$ cat src/rtl/sram_like_arbiter_pkg.sv
// Shared CPU bus package: bus widths, transfer size encodings and
// arbitration mode constants used by the SRAM-like arbiter.
package sram_like_arbiter_pkg;

  localparam int BUS_ADDR_W = 32;
  localparam int BUS_DATA_W = 32;

  localparam int ARB_FIXED = 0;
  localparam int ARB_RR    = 1;

  typedef enum logic [1:0] {
    SIZE_BYTE = 2'd0,
    SIZE_HALF = 2'd1,
    SIZE_WORD = 2'd2
  } size_e;

endpackage

$ cat src/rtl/sram_like_arbiter_id_fifo.sv
// In-order ID FIFO: remembers which channel issued each outstanding
// transaction so responses can be routed back in issue order.
module id_fifo #(
  parameter int DEPTH = 4,
  parameter int WIDTH = 1
) (
  input  logic                     clk,
  input  logic                     resetn,
  input  logic                     push,
  input  logic [WIDTH-1:0]         push_id,
  input  logic                     pop,
  output logic [WIDTH-1:0]         head_id,
  output logic                     empty,
  output logic                     full,
  output logic [$clog2(DEPTH):0]   count
);

  localparam int PTR_W = $clog2(DEPTH);

  logic [WIDTH-1:0] mem_q [DEPTH];
  logic [WIDTH-1:0] mem_d [DEPTH];
  logic [PTR_W-1:0] wr_ptr_q, wr_ptr_d;
  logic [PTR_W-1:0] rd_ptr_q, rd_ptr_d;
  logic [PTR_W:0]   count_q, count_d;
  logic             do_push, do_pop;

  assign empty   = (count_q == '0);
  assign full    = (count_q == (PTR_W + 1)'(DEPTH));
  assign count   = count_q;
  assign head_id = mem_q[rd_ptr_q];

  // Next-state for storage, pointers (wrapping naturally) and occupancy.
  always_comb begin
    mem_d    = mem_q;
    wr_ptr_d = wr_ptr_q;
    rd_ptr_d = rd_ptr_q;
    count_d  = count_q;
    do_push  = push & ~full;
    do_pop   = pop & ~empty;
    if (do_push) begin
      mem_d[wr_ptr_q] = push_id;
      wr_ptr_d        = wr_ptr_q + 1'b1;
    end
    if (do_pop) begin
      rd_ptr_d = rd_ptr_q + 1'b1;
    end
    case ({do_push, do_pop})
      2'b10:   count_d = count_q + 1'b1;
      2'b01:   count_d = count_q - 1'b1;
      default: count_d = count_q;
    endcase
  end

  // FIFO state registers, cleared asynchronously by reset.
  always_ff @(posedge clk or negedge resetn) begin
    if (!resetn) begin
      for (int i = 0; i < DEPTH; i++) mem_q[i] <= '0;
      wr_ptr_q <= '0;
      rd_ptr_q <= '0;
      count_q  <= '0;
    end else begin
      mem_q    <= mem_d;
      wr_ptr_q <= wr_ptr_d;
      rd_ptr_q <= rd_ptr_d;
      count_q  <= count_d;
    end
  end

endmodule

$ cat src/rtl/sram_like_arbiter.sv
// Multi-master SRAM-like bus arbiter: grants one channel at a time to a
// single slave, limits outstanding transactions and routes in-order
// responses back through an ID FIFO.
module sram_like_arbiter
  import sram_like_arbiter_pkg::*;
#(
  parameter int NUM_CH   = 2,
  parameter int ADDR_W   = 32,
  parameter int DATA_W   = 32,
  parameter int MAX_OUT  = 4,
  parameter int ARB_MODE = 1
) (
  input  logic                     clk,
  input  logic                     resetn,
  input  logic [NUM_CH-1:0]        s_req,
  input  logic [NUM_CH-1:0]        s_wr,
  input  logic [2*NUM_CH-1:0]      s_size,
  input  logic [ADDR_W*NUM_CH-1:0] s_addr,
  input  logic [DATA_W*NUM_CH-1:0] s_wdata,
  output logic [NUM_CH-1:0]        s_addr_ok,
  output logic [NUM_CH-1:0]        s_data_ok,
  output logic [DATA_W-1:0]        s_rdata,
  output logic                     m_req,
  output logic                     m_wr,
  output logic [1:0]               m_size,
  output logic [ADDR_W-1:0]        m_addr,
  output logic [DATA_W-1:0]        m_wdata,
  input  logic                     m_addr_ok,
  input  logic                     m_data_ok,
  input  logic [DATA_W-1:0]        m_rdata,
  output logic                     err
);

  localparam int ID_W  = $clog2(NUM_CH);
  localparam int CNT_W = $clog2(MAX_OUT) + 1;

  logic [ID_W-1:0]  grant_q, grant_d, rr_ptr_q, rr_ptr_d;
  logic [ID_W-1:0]  arb_ch, grant, head_id, cand;
  logic             lock_q, lock_d, err_q, err_d;
  logic             arb_found, lock_held, lock_drop, handshake, pop;
  logic             fifo_empty, fifo_full;
  logic [CNT_W-1:0] fifo_count;
  int               arb_start, cand_sum;

  // Next-grant search: fixed priority from 0, or round-robin from rr_ptr.
  always_comb begin
    arb_ch    = '0;
    arb_found = 1'b0;
    cand      = '0;
    cand_sum  = 0;
    arb_start = (ARB_MODE == ARB_RR) ? int'(rr_ptr_q) : 0;
    for (int i = 0; i < NUM_CH; i++) begin
      cand_sum = arb_start + i;
      if (cand_sum >= NUM_CH) cand_sum = cand_sum - NUM_CH;
      cand = ID_W'(cand_sum);
      if (!arb_found && s_req[cand]) begin
        arb_ch    = cand;
        arb_found = 1'b1;
      end
    end
  end

  assign lock_held = lock_q & s_req[grant_q];
  assign lock_drop = lock_q & ~s_req[grant_q];
  assign grant     = lock_held ? grant_q : arb_ch;
  assign m_req     = resetn & (|s_req) & ~fifo_full;
  assign handshake = m_req & m_addr_ok;
  assign pop       = resetn & m_data_ok & ~fifo_empty;
  assign s_rdata   = m_rdata;
  assign err       = err_q;

  // Slave-side mux and per-channel accept/response strobes.
  always_comb begin
    m_wr      = 1'b0;
    m_size    = '0;
    m_addr    = '0;
    m_wdata   = '0;
    s_addr_ok = '0;
    s_data_ok = '0;
    for (int c = 0; c < NUM_CH; c++) begin
      if (grant == ID_W'(c)) begin
        m_wr    = s_wr[c];
        m_size  = s_size[2*c +: 2];
        m_addr  = s_addr[ADDR_W*c +: ADDR_W];
        m_wdata = s_wdata[DATA_W*c +: DATA_W];
      end
      s_addr_ok[c] = handshake & (grant == ID_W'(c));
      s_data_ok[c] = pop & (head_id == ID_W'(c));
    end
  end

  // Lock holds the grant until accepted; rr pointer moves past the winner.
  always_comb begin
    grant_d  = grant_q;
    lock_d   = lock_q;
    rr_ptr_d = rr_ptr_q;
    err_d    = err_q | lock_drop | (m_data_ok & fifo_empty);
    if (handshake) begin
      lock_d   = 1'b0;
      rr_ptr_d = (grant == ID_W'(NUM_CH - 1)) ? '0 : grant + 1'b1;
    end else if (m_req) begin
      lock_d  = 1'b1;
      grant_d = grant;
    end else begin
      lock_d = 1'b0;
    end
  end

  // Arbiter state registers with asynchronous active-low reset.
  always_ff @(posedge clk or negedge resetn) begin
    if (!resetn) begin
      grant_q  <= '0;
      lock_q   <= 1'b0;
      rr_ptr_q <= '0;
      err_q    <= 1'b0;
    end else begin
      grant_q  <= grant_d;
      lock_q   <= lock_d;
      rr_ptr_q <= rr_ptr_d;
      err_q    <= err_d;
    end
  end

  id_fifo #(
    .DEPTH (MAX_OUT),
    .WIDTH (ID_W)
  ) u_fifo (
    .clk     (clk),
    .resetn  (resetn),
    .push    (handshake),
    .push_id (grant),
    .pop     (pop),
    .head_id (head_id),
    .empty   (fifo_empty),
    .full    (fifo_full),
    .count   (fifo_count)
  );

endmodule

$ cat config.mk
export PLATFORM = sky130hd
export DESIGN_NAME = sram_like_arbiter
export DESIGN_NICKNAME = d
export VERILOG_FILES = /design/src/rtl/sram_like_arbiter_pkg.sv /design/src/rtl/sram_like_arbiter_id_fifo.sv /design/src/rtl/sram_like_arbiter.sv
export SDC_FILE = /design/constraint.sdc
export NUM_CORES = 1
export LEC_CHECK = 0
export BUFFER_PORTS_ARGS = -buffer_cell sky130_fd_sc_hd__buf_2
export CAP_MARGIN = 20
export CORE_AREA = 2 2 108 110
export DETAILED_ROUTE_END_ITERATION = 8
export DIE_AREA = 0 0 110 112
export PLACE_DENSITY = 0.54
export SKIP_CTS_REPAIR_TIMING = 1
export SYNTH_ARGS = -nofsm -noshare
export SYNTH_HDL_FRONTEND = slang
export SYNTH_SLANG_ARGS = --single-unit
$ cat constraint.sdc
create_clock -name clk -period 4.65 [get_ports clk]
set_input_delay 0.6975 -clock clk [delete_from_list [all_inputs] [get_ports clk]]
set_output_delay 0.6975 -clock clk [all_outputs]
set_load 0.01 [all_outputs]
## Word-level counts from Yosys, hierarchy flattened

Index checks and enable logic that the tools add are counted.

| word-level totals | value |
|---|---|
| ROM bits | 0 |
| bits in latches | 0 |
| memories | 0 |
| logic and storage cells | 87 |
| bits in registers | 15 |
| RAM bits | 0 |
| bits of input ports | 172 |

| operators by class | value |
|---|---|
| divide/modulo/power cells | 0 |
| eq/ne operators | 3 |
| reduce and logical (&&, ||, !) cells | 7 |
| order comparisons | 8 |
| bitwise gates (word level) | 24 |
| multiply operators | 0 |
| shift operators | 0 |
| $add $sub $neg | 8 |
| mux-type cells | 26 |

Operators with widths:

| operator | number |
|---|---|
| two-way mux 32 bit | 2 |
| two-way mux 1 bit | 19 |
| bitwise AND 1 bit | 14 |
| >= comparator 3 bit, second input constant | 2 |
| less-than comparator 1 x 2 -> 1 bit, second input constant | 3 |
| NOT 1 bit | 6 |
| NOT 2 -> 3 bit | 2 |
| one-hot mux 3 bit (2 select lines) | 1 |
| adder 2 x 1 -> 2 bit, second input constant | 2 |
| bitwise mux 4 bit | 1 |
| adder 3 x 1 -> 3 bit, second input constant | 1 |
| == test 3 bit, second input constant | 1 |
| zero test 3 bit | 1 |
| less-than comparator 3 x 1 -> 1 bit, second input constant | 1 |
| subtractor 3 x 1 -> 3 bit, second input constant | 1 |
| adder 1 x 1 -> 2 bit, second input constant | 1 |
| binary-select mux 1 bit (select 2 bit) | 1 |
| demux 1 bit (select 2 bit) | 1 |
| == test 2 x 1 -> 1 bit, second input constant | 1 |
| == test 2 bit, second input constant | 1 |
| >= comparator 1 x 2 -> 1 bit, second input constant | 1 |
| >= comparator 2 bit, second input constant | 1 |
| logical AND 1 bit | 2 |
| two-way mux 2 bit | 1 |
| other kinds (7) | 9 |

## Logic depth before layout (Yosys ltp)

| logic depth | value |
|---|---|
| word-level depth | 11 |
| gate-level depth with buffers | 9 |
| gate-level depth less buffers | 8 |

## Modules after synthesis

A second synthesis with hierarchy kept.

| second synthesis, totals | value |
|---|---|
| cell total of the unflattened synthesis | 192 |
| area, all modules | 1946.9 µm² |

Modules (own cells, without submodules):

| module | cells an instance | times used | area each (µm²) | seq. area each (µm²) |
|---|---|---|---|---|
| sram_like_arbiter | 138 | 1 | 1341.3 | 100.1 |
| id_fifo | 54 | 1 | 605.6 | 275.3 |

## Least setup slack after synthesis

No wires, ideal clock.

| timing path | value |
|---|---|
| kind | input port to output port |
| start | in s_req[1] |
| end | out m_wdata[10] |
| path slack | 2341 ps |
| arrival | 1612 ps |
| path buffers | 2 |
| stages | 4 |
| path through | a21boi_1 > buf_6 > buf_4 > mux2_1 |

| on the way | value |
|---|---|
| longest elaborated chain between the ends | 8 |

Ends and longest elaborated chain:

| element | line | text |
|---|---|---|
| from (decl) | sram_like_arbiter.sv:15 | `input logic [NUM_CH-1:0] s_req,` |
| two-way mux 1 bit (implied by the code) (2 in series) | sram_like_arbiter.sv:56 | `if (!arb_found && s_req[cand]) begin` |
| two-way mux 1 bit | sram_like_arbiter.sv:56 |  |
| zero test 1 bit | sram_like_arbiter.sv:56 |  |
| logical AND 1 bit | sram_like_arbiter.sv:56 |  |
| two-way mux 1 bit | sram_like_arbiter.sv:56 |  |
| two-way mux 1 bit * | sram_like_arbiter.sv:65 | `assign grant = lock_held ? grant_q : arb_ch;` |
| two-way mux 32 bit * | sram_like_arbiter.sv:81 | `if (grant == ID_W'(c)) begin` |
| to (decl) | sram_like_arbiter.sv:27 | `output logic [DATA_W-1:0] m_wdata,` |

Every way passes the cells marked *; elsewhere a longest branch is shown, timed or not. The select of a mux whose other input is x is not followed.

## Worst setup path in the final report

| timing path | value |
|---|---|
| start | in s_req[1] |
| end | out m_wr |

| on the way | value |
|---|---|
| longest elaborated chain between the ends | 8 |

Ends and longest elaborated chain:

| element | line | text |
|---|---|---|
| two-way mux 1 bit (implied by the code) (2 in series) | sram_like_arbiter.sv:56 |  |
| two-way mux 1 bit | sram_like_arbiter.sv:56 |  |
| zero test 1 bit | sram_like_arbiter.sv:56 |  |
| logical AND 1 bit | sram_like_arbiter.sv:56 |  |
| two-way mux 1 bit | sram_like_arbiter.sv:56 |  |
| two-way mux 1 bit * | sram_like_arbiter.sv:65 |  |
| two-way mux 1 bit * | sram_like_arbiter.sv:81 |  |
| to (decl) | sram_like_arbiter.sv:24 | `output logic m_wr,` |

Marked as above.

==> reports/metrics.cfg <==
[layout]
final_instance_area_um2 = 2890
layout.nets = 527
final.fill_count = 1204
drive_gt1_frac = 0.830
area_delta_synth_final_pct = 54.7
count_of_non_filler_cells_in_the_finished_layout = 491
antenna_cells_inserted = 0

[sta]
setup_failing_eps_final = 0
number_of_hold_violations_in_the_final_report = 0
timing.slew.headroom = 0.392
max_freq_ghz = 0.332
final_period_minus_worst_setup_slack_ns = 3.02
fin_max_slew_vios = 0
period_utilization = 0.649
rsz0062_at_grt = false
setup_tns_ns = 0
tightest_slew_ns = 0.912
clock_skew_ns = 0.00361
final.hold.worst_slack_ns = 0.361

[clock_tree]
htree_levels = 1
cts_num_sinks = 15
clk-insertion-delay-late_ns = 0.25
clkSlewWorstSetupHoldPaths_ns = 0.05
clk_path_buf_depth = 2
cts.root.buffer_cell = sky130_fd_sc_hd__clkbuf_16
cts_buffers = 3
tritoncts_clock_tree = done

[grt]
met2_usage = 0.171
grt.met3_usage = 0.0170
grt_pass1_wl_um = 9230
first_global_vias = 1783
number_of_antenna_violations_at_the_first_check_in_global_routing = 1
global_route.peak_usage_layer = met2
groute.usage.overall = 0.0976
grt.overflow.total = 0
global_route.usage.met1 = 0.118
grt_max_degree = 76

[setup_path]
crit_fanout = 75
startpoint_type = input pin
arrival_ns = 2.32
crit_path_start = s_req[1]
worst_setup_path_end_kind = primary output
critical_path_class = in -> out
worst-endpoint-required_ns = 3.95
reg2reg_from = u_fifo.count[1]

[pwr]
leakage_component_of_the_power_nw = 1.52
ir_drop_mv = 0.140
total_design_power_mw = 0.915
pwr_density_cell_nw_per_um2 = 316

[placed_design]
buffer_ports.inserted = 212
placed_area_um2 = 2820
finalWeightedCongestion = 0.737
hpwlAfterDp_um = 5760
numPlacedInstances = 487

[die]
core_region_area_um2 = 11200
ioPinCount = 277
start_util = 0.167
fp.dieArea_um2 = 12300
placement_rows = 39
die_y_um = 112
die_x_um = 110

[synthesis]
post_synth_inst_count = 172
netlist.top_cell.by_area = sky130_fd_sc_hd__mux2_2
yosys_register_bits = 15
synth.top_cell.area_share = 0.409
synth_area_um2 = 1870
seq_area_frac_synth = 0.201
synth.yosys.warnings = 0
synth_area_leaders = sky130_fd_sc_hd__mux2_2 41%, sky130_fd_sc_hd__dfrtp_1 20%, sky130_fd_sc_hd__buf_4 14%
synthArstFlopShare = 1.00
synth_cell_types = 31
post-synth-top-count-cell = sky130_fd_sc_hd__mux2_2
synthesized_netlist_net_count = 350
number_of_synthesized_flops_with_an_enable_pin = 0
synth_flop_cell = sky130_fd_sc_hd__dfrtp_1
synthTopCellsByCount = 68 x sky130_fd_sc_hd__mux2_2, 36 x sky130_fd_sc_hd__buf_4, 15 x sky130_fd_sc_hd__dfrtp_1
synthesis.area_per_instance_um2 = 10.9

[drt]
remaining_design_rule_violation_count = 0
avgViaCountPerCell = 3.98
drt_pre_antenna_iters = 4
drt_iter0_drc = 79
route.antenna.remaining_nets = 0
detail_route.wl_per_cell_um = 13.6
via_count = 1952
final_wl_um = 6670

[outcome]
outcome = finished, final reports clean

[run]
cap_viol_max_count = 0

[hold_path]
hp-class = in -> async

==> final timing paths <==
| kind | end | slack (ns) | cells after the start |
|---|---|---|---|
| setup / recovery | m_wr | 1.63 | 5 |
| hold / removal | u_fifo.count[0] | 0.36 | 1 |
| setup reg to reg | u_fifo.count[2] | 2.43 | 8 |
| hold reg to reg | err | 0.48 | 1 |
| max in group asynchronous | u_fifo.wr_ptr_q[1] | 4.01 | 1 |
| min in group clk | err | 0.48 | 1 |
==> layout make-up <==
type                    count  area [um^2]  share of cell area
inverters                   5         18.8             0.00649
clock buffers               4         78.8              0.0272
repair buffers            213         1070               0.369
well taps                 143          179              0.0618
multi-input cells         111         1170               0.406
flip-flops and latches     15          375               0.130
==> power by group <==
part / leakage, nW / total (mW) / switching [mW] / internal, mW
logic: 1.31 / 0.504 / 0.226 / 0.278
registers: 0.176 / 0.240 / 0.0513 / 0.189
clock network: 0.0382 / 0.171 / 0.0550 / 0.116
total: 1.52 / 0.915 / 0.332 / 0.583
==> per-layer routing <==
| layer | part of all wire | vias to the layer above |
|---|---|---|
| li1 | - | 931 |
| met1 | 0.39 | 872 |
| met2 | 0.49 | 128 |
| met3 | 0.094 | 21 |
| met4 | 0.023 | 0 |
| met5 | 0 | - |
==> critical path: stages <==
cell	delay, ns
sky130_fd_sc_hd__buf_2	0.12
sky130_fd_sc_hd__a21boi_4	0.16
sky130_fd_sc_hd__buf_4	0.64
sky130_fd_sc_hd__mux2_2	0.45
sky130_fd_sc_hd__buf_2	0.15
==> kinds of logic after synthesis <==
family	count (synthesis)	share of synthesized area
mux	77	0.470
compound gates	7	0.0288
flops	15	0.201
buf+inv	46	0.178
fa+ha+maj	6	0.0441
xor+xnor	6	0.0281
simple gates	15	0.0508
==> placed cells by master (no fill, tap or decap), drive strengths merged <==
cell,Yosys,routed
a21boi,1,1
a21oi,1,1
a221o,1,1
a31oi,1,1
and2,1,1
and3,1,1
buf,41,213
clkbuf,0,4
dfrtp,15,15
fa,1,1
ha,5,5
inv,5,5
mux2,73,73
mux2i,3,3
mux4,1,1
nand2,2,2
nand3,4,4
nor2,2,2
nor2b,2,2
nor3,1,1
nor3b,1,1
o211a,1,1
o21ai,1,1
o311a,1,1
or3b,1,1
xnor2,3,3
xor2,3,3
==> flip-flops by register name (all words and copies together), names as in the netlist <==
signal           flops
u_fifo.wr_ptr_q      2
lock_q               1
u_fifo.count         3
rr_ptr_q             1
grant_q              1
err                  1
u_fifo.rd_ptr_q      2
u_fifo.mem_q         4
==> through the flow <==
step | worst slack [ns] | util
CTS | 1.61 | 0.259
global placement | 1.67 | 0.252
finish | 1.63 | 0.259
global route | 1.50 | 0.259
detailed placement | 1.60 | 0.252
floorplan | 2.34 | -
No activity file was read; power rests on OpenSTA's default activity.
